[config.mk]
export PLATFORM = sky130hd
export DESIGN_NAME = cfu_cmd_master
export DESIGN_NICKNAME = d
export VERILOG_FILES = /design/src/rtl/cfu_cmd_master.sv
export SDC_FILE = /design/constraint.sdc
export NUM_CORES = 1
export LEC_CHECK = 0
export BUFFER_PORTS_ARGS = -buffer_cell sky130_fd_sc_hd__buf_2
export CAP_MARGIN = 20
export CELL_PAD_IN_SITES_DETAIL_PLACEMENT = 2
export CELL_PAD_IN_SITES_GLOBAL_PLACEMENT = 2
export CORE_MARGIN = 1
export CORE_UTILIZATION = 31
export DETAILED_ROUTE_END_ITERATION = 10
export PLACE_DENSITY_LB_ADDON = 0.25
export SLEW_MARGIN = 20
export SYNTH_ARGS = -nofsm -noshare
export SYNTH_HDL_FRONTEND = slang
export SYNTH_SLANG_ARGS = --single-unit
[constraint.sdc]
create_clock -name clk -period 4.2 [get_ports clk]
set_input_delay 0.42 -clock clk [delete_from_list [all_inputs] [get_ports clk]]
set_output_delay 0.42 -clock clk [all_outputs]
set_load 0.01 [all_outputs]
[src/rtl/cfu_cmd_master.sv]
// Job-level CFU initiator: streams A/B words, sets K/M/N, runs, polls busy and
// reads every C row back into a result memory, one command outstanding at a time.
module cfu_cmd_master #(
   parameter int ADDR_BITS = 12,
   parameter int POLL_MAX  = 4096
) (
   input  logic                 clk,
   input  logic                 reset,
   input  logic                 start,
   input  logic [ADDR_BITS-1:0] a_words,
   input  logic [ADDR_BITS-1:0] b_words,
   input  logic [ADDR_BITS-1:0] c_rows,
   input  logic [7:0]           k_dim,
   input  logic [7:0]           m_dim,
   input  logic [7:0]           n_dim,
   input  logic [31:0]          in_offset,
   output logic                 src_en,
   output logic [ADDR_BITS-1:0] src_addr,
   input  logic [31:0]          src_data,
   output logic                 res_we,
   output logic [ADDR_BITS+1:0] res_addr,
   output logic [31:0]          res_data,
   output logic                 cmd_valid,
   input  logic                 cmd_ready,
   output logic [9:0]           cmd_payload_function_id,
   output logic [31:0]          cmd_payload_inputs_0,
   output logic [31:0]          cmd_payload_inputs_1,
   input  logic                 rsp_valid,
   output logic                 rsp_ready,
   input  logic [31:0]          rsp_payload_outputs_0,
   output logic                 busy,
   output logic                 done,
   output logic                 timeout
);
   // Function ids carry the opcode in the upper 7 bits.
   localparam logic [9:0] FID_LOAD_A = 10'd8;
   localparam logic [9:0] FID_LOAD_B = 10'd16;
   localparam logic [9:0] FID_RUN    = 10'd32;
   localparam logic [9:0] FID_ST_ARG = 10'd40;
   localparam logic [9:0] FID_POLL   = 10'd48;

   typedef enum logic [3:0] {
      S_IDLE, S_A_RD, S_A_CMD, S_B_RD, S_B_CMD, S_ARG, S_RUN, S_POLL, S_C_CMD, S_DONE
   } state_t;

   state_t               state_reg;
   logic [ADDR_BITS-1:0] a_cnt_reg, b_cnt_reg, c_cnt_reg, idx_reg, idx_inc;
   logic [1:0]           lane_reg;
   logic [7:0]           k_reg, m_reg, n_reg;
   logic [31:0]          off_reg, poll_cnt_reg;
   logic                 issued_reg;
   logic                 cmd_acc_reg;
   logic                 cmd_fire, rsp_fire, is_cmd_state;

   function automatic logic [9:0] c_fid(input logic [1:0] lane);
      case (lane)
         2'd0:    return 10'd24;
         2'd1:    return 10'd56;
         2'd2:    return 10'd64;
         default: return 10'd72;
      endcase
   endfunction

   assign idx_inc      = idx_reg + ADDR_BITS'(1);
   assign cmd_fire     = cmd_valid && cmd_ready;
   // A response only counts once its command has been (or is being) accepted.
   assign rsp_fire     = rsp_valid && rsp_ready && (cmd_acc_reg || cmd_fire);
   assign is_cmd_state = state_reg inside {S_A_CMD, S_B_CMD, S_ARG, S_RUN, S_POLL, S_C_CMD};

   assign src_en   = (state_reg == S_A_RD) || (state_reg == S_B_RD);
   assign src_addr = (state_reg == S_A_RD) ? idx_reg :
                     (state_reg == S_B_RD) ? a_cnt_reg + idx_reg : '0;
   assign res_we   = (state_reg == S_C_CMD) && rsp_fire;
   assign res_addr = res_we ? {idx_reg, lane_reg} : '0;
   assign res_data = res_we ? rsp_payload_outputs_0 : '0;

   always_ff @(posedge clk) begin
      if (reset) begin
         state_reg               <= S_IDLE;
         a_cnt_reg               <= '0;
         b_cnt_reg               <= '0;
         c_cnt_reg               <= '0;
         idx_reg                 <= '0;
         lane_reg                <= '0;
         k_reg                   <= '0;
         m_reg                   <= '0;
         n_reg                   <= '0;
         off_reg                 <= '0;
         poll_cnt_reg            <= '0;
         issued_reg              <= 1'b0;
         cmd_acc_reg             <= 1'b0;
         cmd_valid               <= 1'b0;
         rsp_ready               <= 1'b0;
         cmd_payload_function_id <= '0;
         cmd_payload_inputs_0    <= '0;
         cmd_payload_inputs_1    <= '0;
         busy                    <= 1'b0;
         done                    <= 1'b0;
         timeout                 <= 1'b0;
      end else begin
         if (cmd_fire) begin
            cmd_valid   <= 1'b0;
            cmd_acc_reg <= 1'b1;
         end
         if (rsp_fire) begin
            rsp_ready   <= 1'b0;
            cmd_acc_reg <= 1'b0;
            issued_reg  <= 1'b0;
         end
         // Each command state raises its command once, on its first idle cycle.
         if (is_cmd_state && !issued_reg) begin
            issued_reg <= 1'b1;
            cmd_valid  <= 1'b1;
            rsp_ready  <= 1'b1;
            cmd_payload_inputs_0 <= 32'(idx_reg);
            cmd_payload_inputs_1 <= src_data;
            case (state_reg)
               S_A_CMD: cmd_payload_function_id <= FID_LOAD_A;
               S_B_CMD: cmd_payload_function_id <= FID_LOAD_B;
               S_ARG: begin
                  cmd_payload_function_id <= FID_ST_ARG;
                  cmd_payload_inputs_0    <= {24'b0, k_reg};
                  cmd_payload_inputs_1    <= {16'b0, n_reg, m_reg};
               end
               S_RUN: begin
                  cmd_payload_function_id <= FID_RUN;
                  cmd_payload_inputs_0    <= '0;
                  cmd_payload_inputs_1    <= off_reg;
               end
               S_POLL: begin
                  cmd_payload_function_id <= FID_POLL;
                  cmd_payload_inputs_0    <= '0;
                  cmd_payload_inputs_1    <= '0;
               end
               default: begin
                  cmd_payload_function_id <= c_fid(lane_reg);
                  cmd_payload_inputs_1    <= '0;
               end
            endcase
         end

         case (state_reg)
            S_IDLE: if (start) begin
               a_cnt_reg    <= a_words;
               b_cnt_reg    <= b_words;
               c_cnt_reg    <= c_rows;
               k_reg        <= k_dim;
               m_reg        <= m_dim;
               n_reg        <= n_dim;
               off_reg      <= in_offset;
               idx_reg      <= '0;
               lane_reg     <= '0;
               poll_cnt_reg <= '0;
               busy         <= 1'b1;
               timeout      <= 1'b0;
               if (a_words != '0)      state_reg <= S_A_RD;
               else if (b_words != '0) state_reg <= S_B_RD;
               else                    state_reg <= S_ARG;
            end
            S_A_RD: state_reg <= S_A_CMD;
            S_A_CMD: if (rsp_fire) begin
               if (idx_inc == a_cnt_reg) begin
                  idx_reg   <= '0;
                  state_reg <= (b_cnt_reg != '0) ? S_B_RD : S_ARG;
               end else begin
                  idx_reg   <= idx_inc;
                  state_reg <= S_A_RD;
               end
            end
            S_B_RD: state_reg <= S_B_CMD;
            S_B_CMD: if (rsp_fire) begin
               if (idx_inc == b_cnt_reg) begin
                  idx_reg   <= '0;
                  state_reg <= S_ARG;
               end else begin
                  idx_reg   <= idx_inc;
                  state_reg <= S_B_RD;
               end
            end
            S_ARG: if (rsp_fire) state_reg <= S_RUN;
            S_RUN: if (rsp_fire) state_reg <= S_POLL;
            S_POLL: if (rsp_fire) begin
               if (rsp_payload_outputs_0 == '0) begin
                  idx_reg  <= '0;
                  lane_reg <= '0;
                  if (c_cnt_reg == '0) begin
                     state_reg <= S_DONE;
                     done      <= 1'b1;
                     busy      <= 1'b0;
                  end else begin
                     state_reg <= S_C_CMD;
                  end
               end else if (poll_cnt_reg == POLL_MAX - 1) begin
                  timeout   <= 1'b1;
                  state_reg <= S_DONE;
                  done      <= 1'b1;
                  busy      <= 1'b0;
               end else begin
                  poll_cnt_reg <= poll_cnt_reg + 32'd1;
               end
            end
            S_C_CMD: if (rsp_fire) begin
               lane_reg <= lane_reg + 2'd1;
               if (lane_reg == 2'd3) begin
                  idx_reg <= idx_inc;
                  if (idx_inc == c_cnt_reg) begin
                     state_reg <= S_DONE;
                     done      <= 1'b1;
                     busy      <= 1'b0;
                  end
               end
            end
            S_DONE: begin
               done      <= 1'b0;
               state_reg <= S_IDLE;
            end
            default: state_reg <= S_IDLE;
         endcase
      end
   end
endmodule

==> impl_metrics.yaml, run 1 <==
route:
  route.met2.wl_mm: 19.8
  drc: 0
  final_antenna_net_count: 0
  route.top_layer_used: "met5"
  vias_per_cell: 5.34
  wl_met1_mm: 17.3
  route.met3.wl_mm: 2.92
  routed_wirelength_mm: 40.9
  via_count: 10700
  avgRoutedWirePerCell_um: 20.4
  first_pass_iters: 5
  drt_iter0_drc: 362
critical_path:
  crit_family: "compound AO/OA/AOI/OAI gates"
  path_cells: "ha_1 > fa_1 > a21o_1 > a21o_1 > a21o_1 > a21o_1 > a21oi_1 > o21ai_0 > a21oi_1 > xnor2_1 > a22o_1 > buf_2"
  end_kind: "primary output"
  crit_path_end: "src_addr[10]"
  r2r_start: "idx_reg[0]"
  worst-r2r-cell-count: 10
  startpoint: "idx_reg[0]"
  crit_fanout: 12
  cp_num_cells: 12
  startpoint_type: "flip-flop"
  worst-path-buf-inv: 1
  crit_type: "reg -> out"
  timing.rr.end: "state_reg[1]"
  slowest_delay_ns: 0.53
  timing.critical_path.mode_cell: "a21o_1"
  reg2reg_setup_slack_ns: 0.66
  critPathRequiredTime_ns: 3.78
  arrival_ns: 3.37
  cpMaxStageDelayCell: "dfxtp_1"
timing:
  fin_worst_skew_ns: 0.0117
  slew_violations: 0
  worstMarginPinSlew_ns: 0.946
  slew_headroom_pct: 36.8
  finalHoldViolCount: 0
  finalCriticalPeriod_ns: 3.79
  period_share_pct: 90.3
  grt_setup_unrepaired: "no"
  tns_ns: 0
  setup_viol: 0
  max_freq_mhz: 264
synth:
  synth_seq_cells: 196
  netlist_area_um2: 10300
  synthDistinctLibCells: 72
  postSynthCellCount: 1321
  synth_edf_count: 0
  ys_seq_area_share_pct: 38.1
  avgSynthCellArea_um2: 7.80
  async_flop_share_pct: 0
  yosys_most_used_dff: "dfxtp_1"
  yosysWarningCount: 0
die:
  io_pins: 300
  rows: 66
  die_height_um: 184
  core-area_um2: 32600
  dieArea_um2: 34000
  fp.dieW_um: 184
  initial_core_util_pct: 31.6
hold_path:
  hold_path.class: "in -> reg"
clocking:
  cts_sinks: 196
  htree_levels: 4
  path_clk_slew_ns: 0.08
  cts_tree: "done"
  cts_setup_buffers: 0
  worst_skew_pair.late_latency_ns: 0.44
  cts-hold-fix-buffers: 0
  ctsResizeCount: 0
  cts_root_buffer: "clkbuf_16"
  clk_path_buf_depth: 2
  cts-buffers-inserted: 17
power:
  share_comb_of_total_power_pct: 35.5
  netSwitchingFraction_pct: 41.2
  p_leak_nw: 5.36
  p_seq_share_pct: 38.7
  intPower_mw: 3.85
  power-per-cell-area_nw_per_um2: 520
  peakVddDrop_mv: 0.304
  power.switching_mw: 2.69
  power_mw: 6.55
  clockPowerShare_pct: 25.8
grt:
  grt.overflow.total: 0
  grt_util_all_layers_pct: 24.1
  antenna_found_initial: 11
  grt_pass1_wl_mm: 63.5
  grt_max_degree: 83
  grt_pass1_vias: 11300
run_status:
  outcome: "complete, no violations"
job:
  maxCapViolations: 0
layout:
  utilization_pct: 38.6
  drive_gt1_share_pct: 23.3
  finalNetCount: 1722
  flow.area_growth_from_synthesis_pct: 22.1
placed_design:
  io_buffers: 273
  dpl.hpwl_mm: 29.9
  place.gp.congestion: 0.867
-- cell usage in the layout, fill, tap and decap left out, types with 6 or more instances in the layout --
cell type    n
a221oi_1    27
a222oi_1    16
nor3_1      46
conb_1      26
buf_2      272
xor2_1      34
a21oi_1    139
nor2_1     126
a22o_1      11
and3_1      55
nand2b_1    11
or3_1        6
and2_1       7
o21ai_1      7
clkbuf_16   17
nor4_1      31
nor2b_1      7
nand2_1    231
dfxtp_1    196
inv_1       16
xnor2_1     44
nand3_1     27
o21ai_0     20
a211oi_1     7
buf_4       26
nand4_1     12
ha_1        18
a31oi_1      6
o31ai_1      6
a21o_1       9
-- logic make-up after synthesis --
group	after synthesis	share of synthesized area (%)
adders and majority gates	20	2.48
xor gates and xnor gates	81	7.27
DFF	196	38.1
muxes	2	0.194
other	1	0.0364
AOI/OAI and AO/OA	289	18.4
buffers and inverters	138	6.33
and+or+nand+nor	594	27.2
-- tightest hold or removal path: stages --
cell	delay, ns
buf_2	0.09
nand2_1	0.05
a21oi_1	0.05
-- worst min path at each step --
stage	from	endpoint	slack, ns	cells after the start
CTS	n_dim[5]	n_reg[5]	0.19	3
finish	n_dim[5]	n_reg[5]	0.20	3
detailed placement	cmd_payload_function_id[4]	cmd_payload_function_id[4]	0.45	2
floorplan	off_reg[11]	off_reg[11]	0.44	2
global placement	cmd_payload_function_id[4]	cmd_payload_function_id[4]	0.44	2
global route	in_offset[23]	off_reg[23]	0.19	3
-- synth_stat cells (all sizes together) (3+ instances only) --
cell	number	area share (%)
a221oi	27	2.3
nand3	33	1.8
a311oi	5	0.43
dfxtp	196	38
a21oi	140	6.8
and2	7	0.43
inv	16	0.58
nand2	232	8.5
nand4	13	0.94
a32oi	5	0.43
nor3	50	2.5
nand2b	11	0.67
and4	5	0.43
and3	56	3.4
nand4b	3	0.26
o211ai	4	0.29
o22ai	4	0.24
or3	6	0.36
nor2b	7	0.43
a222oi	16	1.6
or2	5	0.30
a21o	9	0.66
a22o	11	0.94
a211oi	9	0.75
nor4	31	1.9
nor2	130	4.8
o31ai	7	0.51
xor2	35	3.2
o21ai	27	1.3
ha	18	2.2
buf	37	2.6
xnor2	45	3.9
clkbuf	85	3.1
a31oi	6	0.36
-- metal layers --
metal  vias to the layer above  global-route usage [%]
li1                       5057                       -
met1                      5230                    28.6
met2                       334                    42.0
met3                        60                    6.74
met4                        14                    7.13
met5                         -                       0
-- power by group through the flow --
stage	clock network [mW]	logic, mW	registers [mW]
floorplan	0	1.44	2.51
global placement	0	2.28	2.57
detailed placement	0	2.36	2.58
CTS	1.74	2.37	2.54
global route	1.82	2.57	2.58
finish	1.69	2.33	2.53
-- stage by stage --
| step | instances | worst slack (ns) | instance area [um2] | hold WS (ns) |
|---|---|---|---|---|
| floorplan | 1346 | 1.46 | 10400 | 0.436 |
| global placement | 1965 | 0.959 | 12000 | 0.440 |
| detailed placement | 1965 | 0.764 | 12000 | 0.450 |
| CTS | 1997 | 0.409 | 12600 | 0.193 |
| global route | 1998 | 0.248 | 12600 | 0.192 |
| finish | 2001 | 0.408 | 12600 | 0.205 |
-- area by class of cell --
type / count / area, um2
clock inverter: 15 / 164
timing repair buffer: 299 / 1580
sequential: 196 / 3920
antenna: 4 / 10.0
multi-input combinational: 1012 / 5870
fill: 3846 / 20000
inverter: 16 / 60.1
clock buffer: 17 / 425
tap: 442 / 553
(Power assumes the default switching activity.)
==> run 2, diff against run 1 <==
CORE_ASPECT_RATIO = 0.8   (was default)
PLACE_DENSITY_LB_ADDON = 0.12   (was 0.25)
TNS_END_PERCENT = 30   (was default)
==> impl_metrics.yaml, run 2 (synthesis gave the netlist of run 1 again) <==
clocking:
  cts_setup_buffers: 0
  path_clk_slew_ns: 0.07
  htree_levels: 4
  cts-buffers-inserted: 17
  clk_path_buf_depth: 2
  cts_root_buffer: "clkbuf_16"
  worst_skew_pair.late_latency_ns: 0.44
  ctsResizeCount: 0
  cts_sinks: 196
  cts-hold-fix-buffers: 0
  cts_tree: "done"
critical_path:
  reg2reg_setup_slack_ns: 0.62
  critPathRequiredTime_ns: 3.78
  worst-r2r-cell-count: 10
  timing.rr.end: "idx_reg[11]"
  crit_fanout: 12
  startpoint_type: "flip-flop"
  arrival_ns: 3.38
  startpoint: "idx_reg[0]"
  crit_type: "reg -> out"
  r2r_start: "idx_reg[0]"
  end_kind: "primary output"
route:
  route.met2.wl_mm: 18.9
  first_pass_iters: 5
  route.met3.wl_mm: 2.87
  avgRoutedWirePerCell_um: 21.4
  final_antenna_net_count: 0
  route.top_layer_used: "met5"
  via_count: 10700
  vias_per_cell: 5.39
  wl_met1_mm: 20.1
  drc: 0
  routed_wirelength_mm: 42.5
  drt_iter0_drc: 610
job:
  maxCapViolations: 0
layout:
  flow.area_growth_from_synthesis_pct: 22.2
  multi_input_area_um2: 5870
  finalNetCount: 1722
  utilization_pct: 38.6
  regArea_um2: 3920
  mostFrequentLayoutCells: "buf_2 (272), nand2_1 (231), dfxtp_1 (196)"
  drive_gt1_share_pct: 23.2
  final_common_cell: "buf_2"
  fillCellCount: 3834
timing:
  grt_setup_unrepaired: "no"
  finalHoldViolCount: 0
  max_freq_mhz: 263
  fin_worst_skew_ns: 0.00813
  worstMarginPinSlew_ns: 0.918
  slew_violations: 0
  finalCriticalPeriod_ns: 3.80
  slew_headroom_pct: 38.7
  tns_ns: 0
  fin_hold_ws_ns: 0.210
  period_share_pct: 90.6
  setup_viol: 0
  layout_setup_ws_ns: 0.397
run_status:
  outcome: "complete, no violations"
die:
  die_height_um: 165
  dieArea_um2: 34000
  rows: 59
  core-area_um2: 32600
  io_pins: 300
  fp.dieW_um: 206
  initial_core_util_pct: 31.6
hold_path:
  whs_endpoint: "off_reg[19]"
  min_from: "in_offset[19]"
  hold_path.class: "in -> reg"
  min_path_cells: 3
power:
  intPower_mw: 3.96
  netSwitchingFraction_pct: 40.6
  clockPowerShare_pct: 25.5
  power.switching_mw: 2.71
  power-per-cell-area_nw_per_um2: 529
  p_seq_share_pct: 38.1
  share_comb_of_total_power_pct: 36.4
  peakVddDrop_mv: 0.357
  power_mw: 6.66
  p_leak_nw: 5.37
placed_design:
  io_buffers: 273
  preCtsSetupSlack_ns: 0.746
  dpl.hpwl_mm: 31.4
  place.gp.congestion: 0.895
grt:
  grt_max_degree: 95
  grt_pass1_vias: 10900
  grt_util_all_layers_pct: 24.8
  grt_pass1_wl_mm: 64.6
  grt.overflow.total: 0
  antenna_found_initial: 10
-- run 2: changes by cell type in the layout (fill, tap and decap cells not counted), moves of 2 or more --
cell / delta
clkbuf_8: +3
inv_8: -3
buf_4: -2
inv_6: -2
buf_12: +2
-- run 2: worst max path at each step --
stage | end | slack [ns] | cells past startpoint
3_5_place_dp | state_reg[0] | 0.75 | 10
5_1_grt | src_addr[10] | 0.25 | 12
4_1_cts | src_addr[10] | 0.38 | 12
2_1_floorplan | src_addr[10] | 1.46 | 11
6_report | src_addr[10] | 0.40 | 12
3_3_place_gp | state_reg[1] | 0.89 | 10
-- run 2: layer usage --
layer	vias to the layer above	track usage [%]
met5	-	0
met4	10	5.45
met3	45	6.18
met2	288	39.2
met1	5312	33.9
li1	5054	-
-- run 2: layout make-up --
cell class	instances	area share (%)
Clock inverter	10	0.974
Timing Repair Buffer	299	12.7
Sequential cell	196	31.2
Tap cell	427	4.24
Antenna cell	4	0.0795
Inverter	16	0.477
Clock buffer	21	3.74
Multi-Input combinational cell	1012	46.6
-- run 2: worst max-delay path, stage by stage, from the launching register on --
cell and delay [ns]:
dfxtp_1 0.53, ha_1 0.34, fa_1 0.40, a21o_1 0.17, a21o_1 0.20, a21o_1 0.18
a21o_1 0.20, a21oi_1 0.19, o21ai_0 0.12, a21oi_1 0.19, xnor2_1 0.09, a22o_1 0.19
buf_2 0.14
-- run 2: per-stage QoR --
stage / instance area [um2] / instances
final: 12600 / 1985
after global routing: 12600 / 1983
after global placement: 12000 / 1950
after detailed placement: 12000 / 1950
after floorplan: 10400 / 1346
after CTS: 12600 / 1981
-- run 2: power groups by stage --
stage / sequential, mW / combinational, mW / clock, mW
6_report: 2.54 / 2.42 / 1.70
5_1_grt: 2.58 / 2.68 / 1.81
4_1_cts: 2.54 / 2.44 / 1.75
3_5_place_dp: 2.57 / 2.42 / 0
3_3_place_gp: 2.56 / 2.36 / 0
2_1_floorplan: 2.51 / 1.44 / 0
